### config.mk
export PLATFORM = sky130hd
export DESIGN_NAME = eeg_apa_sequencer
export DESIGN_NICKNAME = d
export VERILOG_FILES = /design/src/rtl/eeg_filter_pkg.sv /design/src/rtl/eeg_sat_mac.sv /design/src/rtl/eeg_apa_sequencer.sv
export SDC_FILE = /design/constraint.sdc
export NUM_CORES = 2
export LEC_CHECK = 0
export ABC_CLOCK_PERIOD_IN_PS = 16100
export CAP_MARGIN = 5
export CORE_MARGIN = 4
export CORE_UTILIZATION = 40
export CTS_CLUSTER_DIAMETER = 120
export DETAILED_ROUTE_END_ITERATION = 16
export PLACE_DENSITY_LB_ADDON = 0.3
export SLEW_MARGIN = 40
export SYNTH_ARGS = -nofsm -noshare
export SYNTH_HDL_FRONTEND = slang
export SYNTH_SLANG_ARGS = --single-unit
### constraint.sdc
create_clock -name clk -period 16.1 [get_ports clk]
set_input_delay 3.22 -clock clk [delete_from_list [all_inputs] [get_ports clk]]
set_output_delay 3.22 -clock clk [all_outputs]
set_load 0.02 [all_outputs]
### src/rtl/eeg_filter_pkg.sv
// Shared types and arithmetic helpers for the EEG adaptive noise-cancelling filter.
package eeg_filter_pkg;

  localparam int Q_FRAC   = 15;
  localparam int SAMPLE_W = 16;
  localparam int SAT_IN_W = 48;

  typedef enum logic [2:0] {
    ST_IDLE,
    ST_CLR,
    ST_MAC,
    ST_ERR,
    ST_UPD,
    ST_OUT
  } state_e;

  // Callers sign-extend into SAT_IN_W so one clamp serves every datapath width.
  function automatic logic signed [SAMPLE_W-1:0] sat16(input logic signed [SAT_IN_W-1:0] v);
    if (v > 48'sd32767)       return 16'sh7fff;
    else if (v < -48'sd32768) return 16'sh8000;
    else                      return v[SAMPLE_W-1:0];
  endfunction

endpackage

### src/rtl/eeg_sat_mac.sv
// Single shared signed 16x16 multiplier: accumulate mode for the filter MAC,
// shifted saturating-add mode for the weight update.
module eeg_sat_mac
  import eeg_filter_pkg::*;
#(
  parameter int ACC_W = 40
) (
  input  logic                     mode_upd,
  input  logic signed [15:0]       a,
  input  logic signed [15:0]       b,
  input  logic signed [ACC_W-1:0] acc_in,
  input  logic signed [15:0]       w_in,
  input  logic [3:0]               shift,
  output logic signed [ACC_W-1:0] acc_out,
  output logic signed [15:0]       w_out
);

  logic signed [31:0]         prod;
  logic signed [31:0]         prod_shr;
  logic [4:0]                 shift_amt;
  logic signed [SAT_IN_W-1:0] upd_sum;

  always_comb begin
    prod      = 32'(a) * 32'(b);
    shift_amt = 5'(Q_FRAC) + {1'b0, shift};
    prod_shr  = prod >>> shift_amt;
    upd_sum   = SAT_IN_W'(w_in) + SAT_IN_W'(prod_shr);
    acc_out   = acc_in;
    w_out     = w_in;
    if (mode_upd) w_out   = sat16(upd_sum);
    else          acc_out = acc_in + ACC_W'(prod);
  end

endmodule

### src/rtl/eeg_apa_sequencer.sv
// Time-multiplexed adaptive filter sequencer: MAC, error and LMS weight update
// phases share one multiplier; samples in and results out via valid/ready.
//
//   state | meaning
//   IDLE  | waiting for a sample pair or a weight clear
//   CLR   | zero all weights (one cycle)
//   MAC   | y accumulation, one tap per cycle
//   ERR   | saturate y, compute e
//   UPD   | weight update, one tap per cycle
//   OUT   | result presented until out_ready
module eeg_apa_sequencer
  import eeg_filter_pkg::*;
#(
  parameter int M       = 16,
  parameter int MON_TAP = 15,
  parameter int ACC_W   = 40
) (
  input  logic        clk,
  input  logic        reset,
  input  logic        in_valid,
  output logic        in_ready,
  input  logic [15:0] noisy_signal,
  input  logic [15:0] desired_signal,
  input  logic        adapt_en,
  input  logic [3:0]  mu_shift,
  input  logic        clear_weights,
  output logic        out_valid,
  input  logic        out_ready,
  output logic [15:0] filtered_signal,
  output logic [15:0] error_signal,
  output logic [15:0] weight_mon,
  output logic        busy
);

  localparam int KW = (M > 1) ? $clog2(M) : 1;

  state_e                   state_q, state_d;
  logic [KW-1:0]            k_q, k_d;
  logic signed [ACC_W-1:0]  acc_q, acc_d;
  logic signed [15:0]       x_q [M];
  logic signed [15:0]       x_d [M];
  logic signed [15:0]       w_q [M];
  logic signed [15:0]       w_d [M];
  logic signed [15:0]       d_q, d_d;
  logic                     adapt_q, adapt_d;
  logic [3:0]               mu_q, mu_d;
  logic signed [15:0]       y_q, y_d;
  logic signed [15:0]       e_q, e_d;
  logic                     out_valid_q, out_valid_d;
  logic signed [15:0]       weight_mon_q, weight_mon_d;

  logic                     mac_upd;
  logic signed [15:0]       mac_a;
  logic signed [ACC_W-1:0]  mac_acc;
  logic signed [15:0]       mac_w;
  logic signed [15:0]       y_c;
  logic signed [15:0]       e_c;
  logic signed [16:0]       diff_c;
  logic                     k_last;

  assign mac_upd = (state_q == ST_UPD);
  assign mac_a   = mac_upd ? e_q : w_q[k_q];
  assign k_last  = (k_q == KW'(M - 1));

  eeg_sat_mac #(.ACC_W(ACC_W)) u_mac (
    .mode_upd (mac_upd),
    .a        (mac_a),
    .b        (x_q[k_q]),
    .acc_in   (acc_q),
    .w_in     (w_q[k_q]),
    .shift    (mu_q),
    .acc_out  (mac_acc),
    .w_out    (mac_w)
  );

  always_comb begin
    y_c    = sat16(SAT_IN_W'(acc_q >>> Q_FRAC));
    diff_c = 17'(d_q) - 17'(y_c);
    e_c    = sat16(SAT_IN_W'(diff_c));
  end

  always_comb begin
    state_d      = state_q;
    k_d          = k_q;
    acc_d        = acc_q;
    x_d          = x_q;
    w_d          = w_q;
    d_d          = d_q;
    adapt_d      = adapt_q;
    mu_d         = mu_q;
    y_d          = y_q;
    e_d          = e_q;
    out_valid_d  = out_valid_q;
    weight_mon_d = weight_mon_q;
    case (state_q)
      ST_IDLE: begin
        if (clear_weights) begin
          state_d = ST_CLR;
        end else if (in_valid) begin
          x_d[0] = noisy_signal;
          for (int i = 1; i < M; i++) x_d[i] = x_q[i-1];
          d_d     = desired_signal;
          adapt_d = adapt_en;
          mu_d    = mu_shift;
          acc_d   = '0;
          k_d     = '0;
          state_d = ST_MAC;
        end
      end
      ST_CLR: begin
        for (int i = 0; i < M; i++) w_d[i] = '0;
        state_d = ST_IDLE;
      end
      ST_MAC: begin
        acc_d = mac_acc;
        if (k_last) begin
          k_d     = '0;
          state_d = ST_ERR;
        end else begin
          k_d = k_q + 1'b1;
        end
      end
      ST_ERR: begin
        y_d = y_c;
        e_d = e_c;
        k_d = '0;
        if (adapt_q) begin
          state_d = ST_UPD;
        end else begin
          out_valid_d  = 1'b1;
          weight_mon_d = w_q[MON_TAP];
          state_d      = ST_OUT;
        end
      end
      ST_UPD: begin
        w_d[k_q] = mac_w;
        if (k_last) begin
          // The last tap is written on this same edge, so bypass it into the monitor.
          out_valid_d  = 1'b1;
          weight_mon_d = (k_q == KW'(MON_TAP)) ? mac_w : w_q[MON_TAP];
          k_d          = '0;
          state_d      = ST_OUT;
        end else begin
          k_d = k_q + 1'b1;
        end
      end
      ST_OUT: begin
        if (out_ready) begin
          out_valid_d = 1'b0;
          state_d     = ST_IDLE;
        end
      end
      default: state_d = ST_IDLE;
    endcase
  end

  always_ff @(posedge clk) begin
    if (reset) begin
      state_q      <= ST_IDLE;
      k_q          <= '0;
      acc_q        <= '0;
      for (int i = 0; i < M; i++) begin
        x_q[i] <= '0;
        w_q[i] <= '0;
      end
      d_q          <= '0;
      adapt_q      <= 1'b0;
      mu_q         <= '0;
      y_q          <= '0;
      e_q          <= '0;
      out_valid_q  <= 1'b0;
      weight_mon_q <= '0;
    end else begin
      state_q      <= state_d;
      k_q          <= k_d;
      acc_q        <= acc_d;
      x_q          <= x_d;
      w_q          <= w_d;
      d_q          <= d_d;
      adapt_q      <= adapt_d;
      mu_q         <= mu_d;
      y_q          <= y_d;
      e_q          <= e_d;
      out_valid_q  <= out_valid_d;
      weight_mon_q <= weight_mon_d;
    end
  end

  assign in_ready        = (state_q == ST_IDLE) && !clear_weights;
  assign busy            = (state_q != ST_IDLE);
  assign out_valid       = out_valid_q;
  assign filtered_signal = y_q;
  assign error_signal    = e_q;
  assign weight_mon      = weight_mon_q;

endmodule

# Word level (Yosys, flattened, before mapping)
# Cells that the tools add are included.
dict set report totals {
  reg_bits 629
  inputBits 42
  output_inout_bits 51
}
dict set report op_classes {
  mux 40
  n_lt_le_gt_ge 8
  n_mul 1
  reduce_logical 17
  n_addsub 5
  shifts 1
  n_eq_ne 14
  bitwise 2
}
# cell count
set ops {}
lappend ops {{$pmux 256 s2} 1}
lappend ops {{$bwmux 256} 1}
lappend ops {{$mux 16} 15}
lappend ops {{$bmux 16 s4} 2}
lappend ops {{$mux 40} 3}
lappend ops {{$pmux 40 s2} 1}
lappend ops {{$demux 16 s4} 1}
lappend ops {{$gt 48x16->1 const B} 1}
lappend ops {{$lt 48x16->1 const B} 1}
lappend ops {{$add 40x32->40} 1}
lappend ops {{$add 16x32->33} 1}
lappend ops {{$mul 16x16->32} 1}
lappend ops {{$pmux 16 s2} 1}
lappend ops {{$sshr 32x5->32} 1}
lappend ops {{$gt 25x16->1 const B} 1}
lappend ops {{$lt 25x16->1 const B} 1}
lappend ops {{$gt 17x16->1 const B} 1}
lappend ops {{$lt 17x16->1 const B} 1}
lappend ops {{$sub 16x16->17} 1}
lappend ops {{$mux 3} 5}
lappend ops {{$pmux 3 s5} 1}
lappend ops {{$mux 4} 3}
lappend ops {{$ne 2x2->1 const B} 6}
lappend ops {{$pmux 4 s3} 1}
lappend ops {{other kinds (22)} 36}

# Logic depth before layout (Yosys ltp)
dict set report depth {
  ltp_word 14
  ltp_mapped 51
  ltp_nobuf 43
}

# Cells and area by module
# From an unflattened synthesis, not the netlist that was laid out.
dict set report hier_totals {
  cells_unflattened 5022
  hier_area_um2 43051.3
}
# module cells_each n_inst area_per_inst_um2
set by_module_without_submodules {}
lappend by_module_without_submodules {eeg_apa_sequencer 2942 1 26650.6}
lappend by_module_without_submodules {eeg_sat_mac 2080 1 16400.7}

# Worst setup path before layout
# No wires, ideal clock.
dict set report synth_timing {
  path_type {register -> register}
  start {register k_q[1]}
  end {register w_q[212] (netlist bit)}
  period_less_slack_ps 12463
  path_stages_with_launch 44
  arrival_time_ps 12392
  path_slack_ps 3637
  setup_time_ps 71
  cell_sequence {dfxtp_1 > buf_2 > buf_1 > clkbuf_1 > mux4_2 > mux4_2 > mux2i_1 > clkbuf_1 > nor2b_1 > fa_1 > fa_1 > fa_1 > fa_1 > fa_1 > inv_1 > fa_1 > inv_1 > ha_1 > [8 not listed] > o32ai_1 > a211oi_1 > a221o_1 > a2bb2oi_1 > fa_1 > a211oi_1 > o21ai_1 > and3_1 > o31ai_4 > a21oi_1 > or3_1 > a211oi_1 > nand4_1 > o31ai_2 > buf_4 > a21oi_2 > buf_4 > o21ai_1}
}
dict set report synth_between {
  elab_chain_len 14
  elab_cells_between_ends 23
  cone_classes {1 x add/sub; 1 x mul; 4 x order compare; 1 x shift; 14 x mux; 1 x bitwise; 1 x reduce/logical}
}
# element line
set synth_lines {}
lappend synth_lines {{start: declaration} eeg_apa_sequencer.sv:38} ;# logic [KW-1:0] k_q, k_d;
lappend synth_lines {{start signal: assignment} eeg_apa_sequencer.sv:175} ;# k_q <= k_d;
lappend synth_lines {{$not 4->5 (not written as such) (*)} n/a}
lappend synth_lines {{$bmux 16 s4} {eeg_apa_sequencer.sv:62, eeg_apa_sequencer.sv:70}}
lappend synth_lines {{$mux 16 (not written as such) (2 in series)} {eeg_apa_sequencer.sv:62, eeg_apa_sequencer.sv:70}}
lappend synth_lines {{$mux 16} eeg_apa_sequencer.sv:62} ;# assign mac_a = mac_upd ? e_q : w_q[k_q];
lappend synth_lines {{$mul 16x16->32} eeg_sat_mac.sv:24} ;# prod = 32'(a) * 32'(b);
lappend synth_lines {{$sshr 32x5->32} eeg_sat_mac.sv:26} ;# prod_shr = prod >>> shift_amt;
lappend synth_lines {{$add 16x32->33} eeg_sat_mac.sv:27} ;# upd_sum = SAT_IN_W'(w_in) + SAT_IN_W'(prod_shr);
lappend synth_lines {{$lt 48x16->1} eeg_filter_pkg.sv:20} ;# else if (v < -48'sd32768) return 16'sh8000;
lappend synth_lines {{$mux 16} eeg_filter_pkg.sv:20}
lappend synth_lines {{$mux 16} eeg_filter_pkg.sv:19} ;# if (v > 48'sd32767) return 16'sh7fff;
lappend synth_lines {{$mux 16} eeg_sat_mac.sv:30} ;# if (mode_upd) w_out = sat16(upd_sum);
lappend synth_lines {{$bwmux 256 (*)} eeg_apa_sequencer.sv:136} ;# w_d[k_q] = mac_w;
lappend synth_lines {{$pmux 256 s2 (*)} eeg_apa_sequencer.sv:95} ;# case (state_q)
lappend synth_lines {{end signal: assignment} eeg_apa_sequencer.sv:178} ;# w_q <= w_d;
lappend synth_lines {{end: declaration} eeg_apa_sequencer.sv:42} ;# logic signed [15:0] w_q [M];
# Mark *: on every way between the ends. The rest lies on a longest branch, timed or not. The select of a mux whose other input is x is not followed.
# A chain may end at the register's enable or synchronous reset.

# Worst setup path after layout
dict set report layout_timing {
  start {register k_q[0]}
  end {register w_q[206] (netlist bit)}
}
# The elaborated chain is that of the path after synthesis.

==> impl_metrics.env <==
export IMPL_finalSetupViolCount=0
export IMPL_drt_initial_drc_count=3382
export IMPL_numPortBuffers=92
export IMPL_fin_nets=5308
export IMPL_synth_distinct_cells=92
export IMPL_final_critical_path_setup_slack_ps=1980
export IMPL_detailed_place_area_um2=44100
export IMPL_routed_met1_length_um=55900
export IMPL_clock_power_share_pct=33.0
export IMPL_synth_largest_area_cell="dfxtp_1"
export IMPL_max_cap_violations=0
export IMPL_antenna_found_initial=2
export IMPL_fp_coreArea_um2=104000
export IMPL_cts_resizes=0
export IMPL_route_detailed_drc=0
export IMPL_drt_pre_antenna_iters=5
export IMPL_power_share_sequential_pct=32.1
export IMPL_placed_wire_length_estimate_um=87700
export IMPL_root_buffer="clkbuf_16"
export IMPL_routed_via_count=34956
export IMPL_placement_setup_worst_slack_ps=2140
export IMPL_slew_viol_final=0
export IMPL_hold_viol_final=0
export IMPL_nFillCells=10085
export IMPL_postCtsSetupRepairBufs=0
export IMPL_met2_routed_wl_um=57700
export IMPL_critical_path_max_stage_delay_ps=780
export IMPL_postSynth_topFlopCell="dfxtp_1"
export IMPL_power_density_nw_per_um2=109
export IMPL_ir_drop_mv=0.103
export IMPL_postCtsHoldBufs=0
export IMPL_grt_overflow_total=0
export IMPL_core_rowCount=118
export IMPL_area_overhead_vs_synth_pct=11.3
export IMPL_diodes=0
export IMPL_worstHoldPathType="reg2reg"
export IMPL_required_ps=16600
export IMPL_worst_setup_path_end_kind="flip-flop"
export IMPL_grt_first_pass_wirelength_um=198000
export IMPL_startpoint="k_q[0]$_SDFFE_PP0P_"
export IMPL_grt_pass1_vias=33719
export IMPL_combinationalPowerShare_pct=34.8
export IMPL_r2r_start="k_q[0]$_SDFFE_PP0P_"
export IMPL_number_of_flops_mapped_to_enable_cells_by_yosys=0
export IMPL_cts_sinks=629
export IMPL_netlist_top_cells_area="dfxtp_1 (30%), fa_1 (13%), nand2_1 (9.5%)"
export IMPL_wl_met3_um=10300
export IMPL_synth_avg_cell_area_um2=8.54
export IMPL_timing_worst_slew_pin_value_ps=952
export IMPL_p_int_uw=3110
export IMPL_numCtsBuffers=73
export IMPL_routability_cong=0.906
export IMPL_floorplan_die_area_um2=110000
export IMPL_outcome="complete, no violations"
export IMPL_synth_yosys_warnings=0
export IMPL_timing_critical_path_from_type="flip-flop"
export IMPL_timing_setup_tns_ps=0
export IMPL_power_static_leakage_uw=0.0181
export IMPL_grtUsageTotal_pct=22.7
export IMPL_starting_utilization_of_the_core_area_pct=40.4
export IMPL_final_hold_worst_slack_ps=444
export IMPL_slew_limit_headroom_pct=36.4
export IMPL_cp_max_fo=53
export IMPL_postSynthNetCount=5387
export IMPL_io_pins=93
export IMPL_ctsHtreeMaxLevel=3
export IMPL_endpoint_arrival_time_on_the_critical_path_ps=14620
export IMPL_skew_ps=37.0
export IMPL_synth_seq_area_share_pct=30.1
export IMPL_top_layer_used="met5"
export IMPL_layout_commonest_cell="nand2_1"
export IMPL_postLayoutCoreUtil_pct=44.9
export IMPL_worst_path_most_repeated_cell="fa_1"
export IMPL_crit_slowest_cell="o311ai_1"
export IMPL_net_switching_power_uw=1980
export IMPL_layout_worst_path_cycle_share_pct=87.7
export IMPL_routed_wl_um=128000
export IMPL_drive_above_1_share_pct=9.47
export IMPL_drt_vias_per_instance=5.58
export IMPL_cts_buffer_depth=3
export IMPL_postSynth_asyncResetShare_pct=0
export IMPL_design_area_um2=46600
export IMPL_sw_frac_of_total_pct=38.9
export IMPL_tritoncts="yes"
export IMPL_worstSetupPathType="reg2reg"
export IMPL_drt_antenna_violating_nets=0
export IMPL_synthesis_area_um2=41900
export IMPL_ys_seq_elements=629
export IMPL_worst_hold_startpoint="x_q[82]$_SDFFE_PP0P_"
export IMPL_synthesis_instances=4906
export IMPL_maximum_number_of_pins_on_one_net_before_global_route_repair=206
export IMPL_die_w_um=332
export IMPL_rsz_0062_raised_after_global_routing="false"
export IMPL_wire_length_per_cell_um=20.4
export IMPL_clock_transition_at_the_register_clock_pins_on_the_worst_setup_and_hold_paths_after_cts_ps=60
export IMPL_synth_top_area_share_pct=30.1
export IMPL_most_used_cells_in_the_layout_excluding_fill_and_tap_cells="nand2_1 (1052), dfxtp_1 (625), a21oi_1 (432), inv_1 (374), fa_1 (265)"
export IMPL_post_route_min_period_ps=14120
export IMPL_insertion_delay_ps=660
export IMPL_max_freq_mhz=70.8
export IMPL_die_y_um=332
cell families after synthesis:
family	synth area share, %
DFF	30.1
xor gates and xnor gates	2.07
adders and majority gates	18.2
buffers and inverters	6.29
and+or+nand+nor	17.0
AOI/OAI and AO/OA	16.2
muxes	10.2
state kept, by name (all words and copies together) (netlist names):
name and flops:
adapt_q 1, w_q 256, error_signal 16, mu_q 4, k_q 4, weight_mon 16, d_q 16, filtered_signal 16
state_q 3, out_valid 1, acc_q 40, x_q 256
worst paths after layout:
path | endpoint | slack [ps] | depth (start not counted)
hold reg to reg | x_q[66]$_SDFFE_PP0P_ | 440 | 2
setup / recovery | w_q[206]$_SDFFE_PP0P_ | 1980 | 41
hold / removal | x_q[66]$_SDFFE_PP0P_ | 440 | 2
setup reg to reg | w_q[206]$_SDFFE_PP0P_ | 1980 | 41
per-stage QoR:
step / total power (uW) / std cells
3_3_place_gp: 3390 / 6128
2_1_floorplan: 2820 / 4906
4_1_cts: 5090 / 6258
6_report: 5080 / 6261
5_1_grt: 5320 / 6261
3_5_place_dp: 3400 / 6129
final cells by class:
cell class	count	area, um^2	area share [%]
well taps	1380	1730	3.70
multi-input cells	3590	26900	57.7
clock inverters	26	390	0.837
flip-flops and latches	629	12600	27.0
clock buffers	103	2060	4.42
repair buffers	156	1530	3.27
inverters	377	1420	3.03
per-layer routing:
metal	GRT usage (%)	vias to the layer above
li1	-	16448
met1	30.8	17040
met2	35.8	1225
met3	5.25	237
met4	7.34	6
met5	0.174	-
critical path, delay by kind of cell (launching register included):
kind	cells	cell delay (ps)
AOI/OAI and AO/OA	14	4450
xor gates and xnor gates	1	210
adders and majority gates	8	3740
buffers and inverters	6	960
DFF	1	600
muxes	3	1600
and+or+nand+nor	9	2300
synthesized netlist by cell type (all sizes together) (67+ instances only):
cell and instances:
a211oi 71, a21oi 458, clkbuf 255, dfxtp 629, fa 265, ha 174
inv 376, mux4 165, nand2 1063, nor2 239, nor2b 89, o21ai 369
xnor2 67
power by group through the flow:
stage	registers, uW	logic [uW]	clock network, uW
6_report	1630	1770	1680
5_1_grt	1640	1900	1780
4_1_cts	1630	1740	1710
3_5_place_dp	1670	1730	0
3_3_place_gp	1670	1720	0
2_1_floorplan	1650	1170	0
No activity file was read; power rests on OpenSTA's default activity.
